--- config.mk ---
export PLATFORM = sky130hd
export DESIGN_NAME = core_bus_arbiter
export DESIGN_NICKNAME = d
export VERILOG_FILES = /design/src/rtl/core_bus_arbiter_pkg.sv /design/src/rtl/core_bus_arbiter.sv
export SDC_FILE = /design/constraint.sdc
export NUM_CORES = 1
export LEC_CHECK = 0
export BUFFER_PORTS_ARGS = -buffer_cell sky130_fd_sc_hd__buf_2
export CORE_AREA = 2 2 123 125
export DETAILED_ROUTE_END_ITERATION = 8
export DIE_AREA = 0 0 125 127
export PLACE_DENSITY = 0.48
export SETUP_SLACK_MARGIN = 0.4
export SYNTH_ARGS = -nofsm -noshare
export SYNTH_HDL_FRONTEND = slang
export SYNTH_SLANG_ARGS = --single-unit
--- constraint.sdc ---
create_clock -name clk -period 6.2 [get_ports clk]
set_input_delay 1.24 -clock clk [delete_from_list [all_inputs] [get_ports clk]]
set_output_delay 1.24 -clock clk [all_outputs]
set_load 0.02 [all_outputs]
--- src/rtl/core_bus_arbiter_pkg.sv ---
// Shared core bus types: Avalon-MM command/response structs plus the
// arbiter's FSM state and owner encodings.
package core_bus_arbiter_pkg;

  typedef struct packed {
    logic        read;
    logic        write;
    logic [31:0] address;
    logic [31:0] writedata;
    logic [3:0]  byte_enable;
  } avalon_req_t;

  typedef struct packed {
    logic [31:0] readdata;
    logic        waitrequest;
    logic        readdatavalid;
  } avalon_resp_t;

  typedef enum logic [1:0] {
    IDLE    = 2'd0,
    LOCK    = 2'd1,
    RD_WAIT = 2'd2
  } arb_state_t;

  typedef enum logic [1:0] {
    OWN_NONE = 2'd0,
    OWN_IBUS = 2'd1,
    OWN_DBUS = 2'd2
  } owner_t;

endpackage

--- src/rtl/core_bus_arbiter.sv ---
// Two-master (ibus/dbus) to one-slave Avalon-MM arbiter with zero-latency
// grant in IDLE, grant locking on waitrequest and a single outstanding read.
module core_bus_arbiter
  import core_bus_arbiter_pkg::*;
#(
  parameter int unsigned RR_EN = 1
) (
  input  logic         clk,
  input  logic         rst,
  input  avalon_req_t  ibus_avalon_req,
  output avalon_resp_t ibus_avalon_resp,
  input  avalon_req_t  dbus_avalon_req,
  output avalon_resp_t dbus_avalon_resp,
  output avalon_req_t  mem_avalon_req,
  input  avalon_resp_t mem_avalon_resp
);

  arb_state_t state;
  owner_t     owner;
  owner_t     last_grant;
  owner_t     grant;
  logic       ibus_act;
  logic       dbus_act;
  logic       rd_done;

  always_comb begin
    ibus_act = ibus_avalon_req.read | ibus_avalon_req.write;
    dbus_act = dbus_avalon_req.read | dbus_avalon_req.write;
    grant    = OWN_NONE;
    if (!rst) begin
      case (state)
        IDLE: begin
          if (ibus_act && dbus_act)
            grant = ((RR_EN != 0) && (last_grant == OWN_DBUS)) ? OWN_IBUS : OWN_DBUS;
          else if (ibus_act)
            grant = OWN_IBUS;
          else if (dbus_act)
            grant = OWN_DBUS;
        end
        // A stalled command keeps its grant; the other master is never considered.
        LOCK: begin
          if (owner == OWN_IBUS && ibus_act)
            grant = OWN_IBUS;
          else if (owner == OWN_DBUS && dbus_act)
            grant = OWN_DBUS;
        end
        default: grant = OWN_NONE;
      endcase
    end
  end

  always_comb begin
    mem_avalon_req                 = '0;
    rd_done                        = !rst && (state == RD_WAIT) && mem_avalon_resp.readdatavalid;
    ibus_avalon_resp.readdata      = mem_avalon_resp.readdata;
    dbus_avalon_resp.readdata      = mem_avalon_resp.readdata;
    ibus_avalon_resp.waitrequest   = 1'b1;
    dbus_avalon_resp.waitrequest   = 1'b1;
    ibus_avalon_resp.readdatavalid = rd_done && (owner == OWN_IBUS);
    dbus_avalon_resp.readdatavalid = rd_done && (owner == OWN_DBUS);
    if (grant == OWN_IBUS) begin
      mem_avalon_req               = ibus_avalon_req;
      ibus_avalon_resp.waitrequest = mem_avalon_resp.waitrequest;
    end else if (grant == OWN_DBUS) begin
      mem_avalon_req               = dbus_avalon_req;
      dbus_avalon_resp.waitrequest = mem_avalon_resp.waitrequest;
    end
  end

  always_ff @(posedge clk) begin
    if (rst) begin
      state      <= IDLE;
      owner      <= OWN_NONE;
      last_grant <= OWN_DBUS;
    end else begin
      case (state)
        IDLE, LOCK: begin
          if (grant == OWN_NONE) begin
            state <= IDLE;
            owner <= OWN_NONE;
          end else if (mem_avalon_resp.waitrequest) begin
            state <= LOCK;
            owner <= grant;
          end else begin
            last_grant <= grant;
            if (mem_avalon_req.read) begin
              state <= RD_WAIT;
              owner <= grant;
            end else begin
              state <= IDLE;
              owner <= OWN_NONE;
            end
          end
        end
        RD_WAIT: begin
          if (mem_avalon_resp.readdatavalid) begin
            state <= IDLE;
            owner <= OWN_NONE;
          end
        end
        default: begin
          state <= IDLE;
          owner <= OWN_NONE;
        end
      endcase
    end
  end

endmodule

==> results of run 1 <==
state kept, by name (all words and copies together) (netlist names):
signal	cells
state	2
owner	2
last_grant	2
final timing paths:
| check | startpoint | to | slack, ps | depth (start not counted) |
|---|---|---|---|---|
| setup / recovery | rst | mem_avalon_req[23] | 1670 | 6 |
| hold / removal | last_grant[1] | last_grant[1] | 480 | 1 |
| setup reg to reg | owner[1] | last_grant[0] | 4030 | 5 |
| hold reg to reg | last_grant[1] | last_grant[1] | 480 | 1 |
cells by family (layout without fill, tap and decap cells):
| logic type | after synthesis | count (layout) | synth area share [%] |
|---|---|---|---|
| AO/OA/AOI/OAI | 84 | 84 | 44.3 |
| buffers and inverters | 83 | 224 | 41.7 |
| AND/OR/NAND/NOR | 20 | 20 | 6.94 |
| flip-flops | 6 | 6 | 7.09 |
routing by layer:
metal	part of all wire [%]	track usage [%]	routed length [µm]
met1	35	7.70	2330
met2	52	14.3	3430
met3	11	1.63	741
met4	1.7	2.42	115
met5	0	0	0
stage by stage:
step / setup slack [ps] / utilization [%] / hold slack [ps] / power [W]
3_5_place_dp: 1660 / 16.1 / 471 / 0.000348
4_1_cts: 1660 / 16.6 / 478 / 0.000456
3_3_place_gp: 1720 / 16.1 / 465 / 0.000347
2_1_floorplan: 2440 / - / 441 / 0.000319
6_report: 1670 / 16.6 / 481 / 0.000453
5_1_grt: 1520 / 16.6 / 504 / 0.000479
area by class of cell:
type                            instances  area (µm²)  area share (%)
Timing Repair Buffer                  218        1090            45.6
Inverter                                3        11.3           0.469
Tap cell                              184         230            9.59
Clock buffer                            3        75.1            3.13
Multi-Input combinational cell        104         870            36.2
Sequential cell                         6         120            5.01
cells in the final DEF (no fill, tap or decap), drive strengths merged, types with 2 or more instances in the layout:
cell / n
nand2: 2
a31oi: 4
nand2b: 2
inv: 3
a22o: 71
dfxtp: 6
clkbuf: 3
and2: 3
a2111oi: 2
nor2: 5
buf: 218
a22oi: 2
nor3: 2
a211o: 3
worst max-delay path: stages:
cell,delay (ps)
buf_2,160
a2111oi_2,530
and2_2,240
buf_4,550
a22o_1,300
buf_2,190
power by group through the flow:
stage	combinational (W)	clock, W	sequential (W)
CTS	0.000303	0.000107	0.0000459
finish	0.000301	0.000106	0.0000460
floorplan	0.000273	0	0.0000454
detailed placement	0.000302	0	0.0000465
global route	0.000323	0.000109	0.0000465
global placement	0.000300	0	0.0000464
==> results.py, run 1 <==
metrics = {
    "clock_network": {
        "max-clock-path-buffers": 2,
        "cts_tree": "done",
        "clk_pin_slew_ps": 30,
        "postCtsHoldBufs": 0,
        "cts_buffers": 3,
        "cts_root_buf": "clkbuf_16",
        "cts_resized": 0,
        "cts_setup_buffers": 0,
        "clk_latency_ps": 230,
        "htreeDepth": 1,
        "clkSinkCount": 6,
    },
    "placed_design": {
        "hpwl_um": 5380,
        "gp_congestion": 0.824,
        "io_buffers": 217,
        "place_area_mm2": 0.00232,
        "placedCellCount": 515,
    },
    "pwr": {
        "seqPwrFrac_pct": 10.2,
        "internal_power_w": 0.000251,
        "p_sw_w": 0.000202,
        "swShare_pct": 44.6,
        "ir_drop_v": 0.000115,
        "p_leak_nw": 1.39,
        "comb_power_share_pct": 66.4,
        "pwr-share-clk_pct": 23.4,
        "power_density_mw_per_mm2": 189,
    },
    "detailed_routing": {
        "route.vias.total": 2072,
        "first_iter_violations": 46,
        "viasPerCell": 4.00,
        "wirelength_um": 6620,
        "drc": 0,
        "dr.pass1.iters": 4,
        "wl_per_cell_um": 12.8,
        "detail-route-antenna-nets": 0,
    },
    "critical_path": {
        "arrival_ps": 3290,
        "criticalPathCategory": "in -> out",
        "required_ps": 4960,
        "cp-start-kind": "input pin",
        "worst-path-max-fanout": 72,
        "endpoint_kind": "output pin",
    },
    "logic_synthesis": {
        "synth_cell_types": 26,
        "synth_most_common_cell": "a22o_1",
        "ys_ff_latch": 6,
        "synth-seq-area-share_pct": 7.08,
        "synth_edf_count": 0,
        "syn_inst": 193,
        "synthArstFlopShare_pct": 0,
        "synth_common_cells": "71 x a22o_1, 64 x buf_4, 8 x buf_6",
        "synth_top_area_share_pct": 36.7,
        "syn_nets": 369,
        "syn_area_mm2": 0.00170,
        "synth_area_per_cell_um2": 8.78,
        "synthTopCellsByArea": "a22o_1 37%, buf_4 28%, dfxtp_1 7.1%, buf_8 6.2%, buf_6 5.3%",
        "yosysTopAreaCell": "a22o_1",
        "synth_ff_type": "dfxtp_1",
        "yosys_warnings": 0,
    },
    "layout": {
        "drive_gt1_share_pct": 67.7,
        "insertedDiodeCount": 0,
        "n_fill_cell": 1666,
        "layoutNonFillerInstCount": 518,
        "final_nets": 512,
        "syn_to_final_growth_pct": 41.5,
        "design_area_mm2": 0.00240,
    },
    "sta": {
        "finalCritPeriodShare_pct": 73.1,
        "finalMaxSlewViolations": 0,
        "min_period_ps": 4530,
        "hold_viol": 0,
        "worst_slew_pin_slew_ps": 777,
        "finalSetupTns_ps": 0,
        "slew-limit-headroom_pct": 48.2,
        "fin_skew_ps": 2.14,
        "fmaxAchievable_ghz": 0.221,
        "setup_viol": 0,
        "rsz0062_at_grt": "false",
    },
    "floorplan": {
        "fp.dieW_um": 125,
        "io_pins": 314,
        "dieArea_mm2": 0.0159,
        "core.rowCount": 44,
        "fp.dieH_um": 127,
        "core_mm2": 0.0144,
        "start_util_pct": 11.8,
    },
    "run": {
        "drv_cap": 0,
    },
    "global_route": {
        "grt_pass1_wl_um": 9650,
        "grt_use_total_pct": 7.30,
        "overflow": 0,
        "grt_pass1_vias": 1947,
        "antenna_found_initial": 0,
        "grt_start_max_net_pins": 73,
    },
    "outcome": {
        "outcome": "finished clean",
    },
    "min_path": {
        "min-delay-path-class": "reg -> reg",
    },
}
Power figures use the tool's default switching activity.
==> run 2, diff against run 1 <==
- ABC_AREA: unset -> 1
- CORE_AREA: 2 2 123 125 -> 2 2 121 123
- DIE_AREA: 0 0 125 127 -> 0 0 123 125
- clock period: 6.2 -> 4.4 ns (I/O delays scaled with it)
==> run 2 against run 1 <==
Net effect:
- combinational power grew 45%
- sequential share of layout area hardly changed
- global-route usage increased by 2.3 points
- critical path type unchanged
- area after synthesis decreased by 7.6%
- critical path depth grew 5
- non-clock buffer count stayed put
- first-iteration DRC count increased by 46%
- largest cell class unchanged
==> results.py, run 2 <==
metrics = {
    "pwr": {
        "comb_power_share_pct": 67.8,
        "power_density_mw_per_mm2": 266,
        "swShare_pct": 45.5,
        "p_sw_w": 0.000292,
        "seqPwrFrac_pct": 9.8,
        "pwr-share-clk_pct": 22.4,
        "internal_power_w": 0.000350,
        "p_leak_nw": 1.46,
        "power.total_w": 0.000642,
        "ir_drop_v": 0.000124,
    },
    "logic_synthesis": {
        "synthTopCellsByArea": "a22o_1 38%, buf_4 31%, dfxtp_1 7.7%, nand2_1 4.8%, buf_2 3.5%",
        "synth_common_cells": "68 x a22o_1, 65 x buf_4, 20 x nand2_1",
        "synth_ff_type": "dfxtp_1",
        "synth_cell_types": 19,
        "synthArstFlopShare_pct": 0,
        "syn_area_mm2": 0.00157,
        "yosysTopAreaCell": "a22o_1",
        "syn_inst": 217,
        "synth_area_per_cell_um2": 7.22,
        "syn_nets": 393,
        "synth-seq-area-share_pct": 7.67,
        "ys_ff_latch": 6,
        "yosys_warnings": 0,
        "synth_top_area_share_pct": 38.0,
        "synth_most_common_cell": "a22o_1",
        "synth_edf_count": 0,
    },
    "clock_network": {
        "cts_buffers": 3,
        "postCtsHoldBufs": 0,
        "max-clock-path-buffers": 2,
        "clkSinkCount": 6,
        "clk_latency_ps": 230,
        "cts_root_buf": "clkbuf_16",
        "cts_resized": 0,
        "clk_pin_slew_ps": 30,
        "cts_tree": "done",
        "cts_setup_buffers": 0,
        "htreeDepth": 1,
    },
    "global_route": {
        "grt_use_total_pct": 9.56,
        "grt_pass1_wl_um": 11300,
        "antenna_found_initial": 1,
        "grt_start_max_net_pins": 70,
        "overflow": 0,
        "grt_pass1_vias": 2031,
    },
    "floorplan": {
        "core.rowCount": 44,
        "io_pins": 314,
        "dieArea_mm2": 0.0154,
        "fp.dieW_um": 123,
        "core_mm2": 0.0142,
        "fp.dieH_um": 125,
        "start_util_pct": 11.0,
    },
    "sta": {
        "finalMaxSlewViolations": 0,
        "fin_skew_ps": 1.18,
        "fmaxAchievable_ghz": 0.292,
        "setup_viol": 0,
        "finalCritPeriodShare_pct": 77.8,
        "worst_slew_pin_slew_ps": 717,
        "hold_viol": 0,
        "min_period_ps": 3430,
        "rsz0062_at_grt": "false",
        "finalSetupTns_ps": 0,
        "slew-limit-headroom_pct": 52.2,
    },
    "detailed_routing": {
        "dr.pass1.iters": 4,
        "met3WireLength_um": 997,
        "detail-route-antenna-nets": 0,
        "met2_length_um": 3820,
        "viasPerCell": 3.77,
        "drt-met1-wl_um": 3280,
        "wl_per_cell_um": 15.2,
        "first_iter_violations": 67,
        "drc": 0,
        "wirelength_um": 8270,
        "top_layer": "met4",
        "route.vias.total": 2051,
    },
    "critical_path": {
        "arrival_ps": 2550,
        "endpoint_kind": "output pin",
        "worst-path-max-fanout": 49,
        "r2r-end": "owner[0]",
        "timing.rr.start": "state[0]",
        "criticalPathCategory": "in -> out",
        "worstRegToRegCells": 10,
        "required_ps": 3520,
        "rrSetupSlack_ps": 2630,
        "cp-start-kind": "input pin",
    },
    "layout": {
        "final_nets": 538,
        "final_cell_mix": "217 x buf_2, 68 x a22o_1, 20 x nand2_1",
        "syn_to_final_growth_pct": 54.0,
        "reg.largest.list": "last_grant (2), owner (2), state (2)",
        "final_common_cell": "buf_2",
        "layoutNonFillerInstCount": 544,
        "insertedDiodeCount": 0,
        "drive_gt1_share_pct": 64.7,
        "n_fill_cell": 1629,
    },
    "placed_design": {
        "hpwl_um": 7030,
        "io_buffers": 217,
        "placedCellCount": 541,
        "gp_congestion": 0.813,
    },
    "run": {
        "drv_cap": 0,
    },
    "min_path": {
        "min_from": "owner[0]",
        "worstHoldPathCells": 2,
        "min-delay-path-class": "reg -> reg",
        "min_to": "owner[0]",
    },
    "outcome": {
        "outcome": "finished clean",
    },
}
[run 2: worst max-delay path by stage]
stage                              from                 end  cells after the start
finish              dbus_avalon_req[68]  mem_avalon_req[66]                     11
CTS                 dbus_avalon_req[68]  mem_avalon_req[66]                     11
detailed placement  dbus_avalon_req[68]  mem_avalon_req[66]                     11
global placement    ibus_avalon_req[69]  mem_avalon_req[66]                     10
floorplan           dbus_avalon_req[68]  mem_avalon_req[10]                      9
global route        dbus_avalon_req[68]  mem_avalon_req[66]                     11
[run 2: cell families (layout without fill, tap and decap cells)]
logic type	count (synthesis)	after routing	synth area share, %
compound gates	76	76	40.9
buf+inv	95	238	40.3
simple gates	40	40	11.1
flops	6	6	7.67
[run 2: worst max-delay path, stage by stage]
cell     delay, ps
buf_2          100
inv_1          100
nand2_1         70
nand2_1         50
nand2_1         50
nand2_1         70
nand2_1        110
inv_2          380
buf_12         280
a22o_1         230
buf_2          190
[run 2: per-stage QoR]
stage | utilization (%) | hold WS [ps] | area (µm²) | setup WS [ps]
2_1_floorplan | - | 437 | 1570 | 1740
3_3_place_gp | 16.5 | 454 | 2340 | 1000
3_5_place_dp | 16.5 | 466 | 2340 | 976
4_1_cts | 17.0 | 470 | 2410 | 969
5_1_grt | 17.0 | 510 | 2410 | 783
6_report | 17.0 | 473 | 2410 | 975
[run 2: power by group through the flow]
stage	clock network, W	logic [W]	registers, W
finish	0.000144	0.000436	0.0000629
global placement	0	0.000440	0.0000636
floorplan	0	0.000351	0.0000630
global route	0.000151	0.000473	0.0000636
CTS	0.000147	0.000441	0.0000629
detailed placement	0	0.000440	0.0000637
[run 2: final cells by class]
cell class	count	area (µm²)	share of cell area, %
flip-flops and latches	6	120	4.98
multi-input cells	116	815	33.8
inverters	17	66.3	2.75
well taps	184	230	9.54
repair buffers	218	1110	45.9
clock buffers	3	75.1	3.11
[run 2: metal layers]
layer / global-route usage [%] / up-vias
li1: - / 998
met1: 11.2 / 883
met2: 16.7 / 146
met3: 2.69 / 24
met4: 2.81 / 0
met5: 0 / -
==> run 3, diff against run 2 <==
- PLACE_DENSITY: 0.48 -> 0.49
- clock period: 4.4 -> 3.15 ns (I/O delays scaled with it)
==> run 3 against run 2 <==
Net effect:
- global-route usage decreased by 2.0 points
- sequential cell count is the same
- routed wire length decreased by 19%
- clock skew about the same
- final area rose by 1.2%
- first-iteration DRC count fell by 25%
- register-to-register slack got worse by 950 ps
- non-clock buffer count grew 2
- via count fell by 1.0%
- sequential share of layout area fell by 0.061 points
- sequential power up 39%
- worst hold slack got worse by 2.4 ps
- critical endpoint is now mem_avalon_req[3]
==> results.py, run 3 (same netlist as run 2, synthesis figures left out) <==
metrics = {
    "pwr": {
        "comb_power_share_pct": 67.4,
        "internal_power_w": 0.000496,
        "pwr-share-clk_pct": 22.7,
        "power.total_w": 0.000891,
        "swShare_pct": 44.3,
        "p_leak_nw": 1.47,
        "power_density_mw_per_mm2": 365,
        "seqPwrFrac_pct": 9.8,
        "p_sw_w": 0.000395,
        "ir_drop_v": 0.000229,
    },
    "sta": {
        "fmaxAchievable_ghz": 0.384,
        "slew-limit-headroom_pct": 84.6,
        "finalCritPeriodShare_pct": 82.7,
        "rsz0062_at_grt": "false",
        "finalMaxSlewViolations": 0,
        "hold_viol": 0,
        "fin_skew_ps": 1.36,
        "worst_slew_pin_slew_ps": 231,
        "min_period_ps": 2600,
        "setup_viol": 0,
        "finalSetupTns_ps": 0,
    },
    "critical_path": {
        "cp_slowest_stage_delay_ps": 250,
        "arrival_ps": 1970,
        "cp-start-kind": "input pin",
        "critPathBufInv": 5,
        "crit_family": "buffers and inverters",
        "crit_slowest_cell": "a22o_1",
        "criticalPathCategory": "in -> out",
        "crit_chain": "buf_2, inv_2, nand2_2, nand2_1, nand2_1, nand2_2, nand2_4, inv_6, buf_12, a22o_1, buf_2",
        "required_ps": 2520,
        "worst-path-max-fanout": 48,
        "endpoint_kind": "output pin",
    },
    "detailed_routing": {
        "detail-route-antenna-nets": 0,
        "wirelength_um": 6690,
        "wl_per_cell_um": 12.3,
        "first_iter_violations": 50,
        "dr.pass1.iters": 4,
        "route.vias.total": 2030,
        "viasPerCell": 3.72,
        "drc": 0,
    },
    "clock_network": {
        "max-clock-path-buffers": 2,
        "cts_setup_buffers": 0,
        "clkSinkCount": 6,
        "clk_pin_slew_ps": 30,
        "cts_root_buf": "clkbuf_16",
        "htreeDepth": 1,
        "cts_buffers": 3,
        "cts_tree": "done",
        "clk_latency_ps": 230,
    },
    "run": {
        "drv_cap": 0,
    },
    "global_route": {
        "grtUsageMet2_pct": 12.9,
        "grt_util_met1_pct": 9.66,
        "grt_pass1_vias": 1868,
        "grt_use_met3_pct": 1.23,
        "antenna_found_initial": 0,
        "grt_start_max_net_pins": 52,
        "overflow": 0,
        "grt_use_total_pct": 7.56,
        "grt_pass1_wl_um": 9290,
        "grt_busiest_layer": "met2",
    },
    "floorplan": {
        "io_pins": 314,
        "core_mm2": 0.0142,
        "start_util_pct": 11.0,
        "dieArea_mm2": 0.0154,
        "core.rowCount": 44,
        "fp.dieH_um": 125,
        "fp.dieW_um": 123,
    },
    "layout": {
        "reg.largest.list": "last_grant (2), owner (2), state (2)",
        "final_nets": 540,
        "drive_gt1_share_pct": 64.9,
        "utilization_pct": 17.2,
        "insertedDiodeCount": 0,
        "final_common_cell": "buf_2",
        "final_cell_mix": "217 x buf_2, 68 x a22o_1, 20 x nand2_1",
        "syn_to_final_growth_pct": 55.9,
    },
    "placed_design": {
        "io_buffers": 217,
        "gp_congestion": 0.791,
        "hpwl_um": 5680,
    },
    "min_path": {
        "min-delay-path-class": "reg -> reg",
    },
    "outcome": {
        "outcome": "finished clean",
    },
}
-- run 3: metal layers --
layer | wire length [µm] | share of wire [%]
met5 | 0 | 0
met4 | 91 | 1.4
met3 | 695 | 10
met2 | 3070 | 46
met1 | 2840 | 42
-- run 3: layout make-up --
cell class                      instances  area (µm²)
Clock buffer                            3        75.1
Fill cell                            1646       11800
Inverter                               17        68.8
Multi-Input combinational cell        116         815
Sequential cell                         6         120
Tap cell                              184         230
Timing Repair Buffer                  220        1130
-- run 3: worst paths after layout --
path,start,endpoint,slack (ps),depth (start not counted)
max,ibus_avalon_req[69],mem_avalon_req[3],550,11
min,owner[0],owner[0],470,2
max reg2reg,owner[0],owner[0],1680,9
min reg2reg,owner[0],owner[0],470,2
-- run 3: power groups by stage --
| stage | combinational (W) | sequential (W) | clock [W] |
|---|---|---|---|
| final | 0.000601 | 0.0000876 | 0.000202 |
| after CTS | 0.000607 | 0.0000877 | 0.000206 |
| after global routing | 0.000652 | 0.0000887 | 0.000210 |
| after detailed placement | 0.000606 | 0.0000888 | 0 |
| after global placement | 0.000609 | 0.0000886 | 0 |
| after floorplan | 0.000491 | 0.0000881 | 0 |
-- run 3: per-stage QoR --
| step | area [µm²] | setup slack [ps] | hold WS, ps | cells |
|---|---|---|---|---|
| after global placement | 2360 | 473 | 462 | 543 |
| after floorplan | 1570 | 994 | 437 | 217 |
| after detailed placement | 2360 | 458 | 469 | 543 |
| after CTS | 2440 | 454 | 474 | 546 |
| after global routing | 2440 | 423 | 494 | 546 |
| final | 2440 | 547 | 471 | 546 |
-- run 3: what timing repair did --
action	4_1_cts	5_1_grt
endpoints found under the setup margin	0	1
gates resized for setup	0	1
endpoints found under the hold margin	0	0
hold buffers	0	0
-- run 3: worst register-to-register path, delay by kind of cell (launching register included) --
| kind | cells | cell delay, ps |
|---|---|---|
| and+or+nand+nor | 4 | 380 |
| DFF | 1 | 320 |
| AOI/OAI and AO/OA | 2 | 260 |
| buffers and inverters | 3 | 440 |
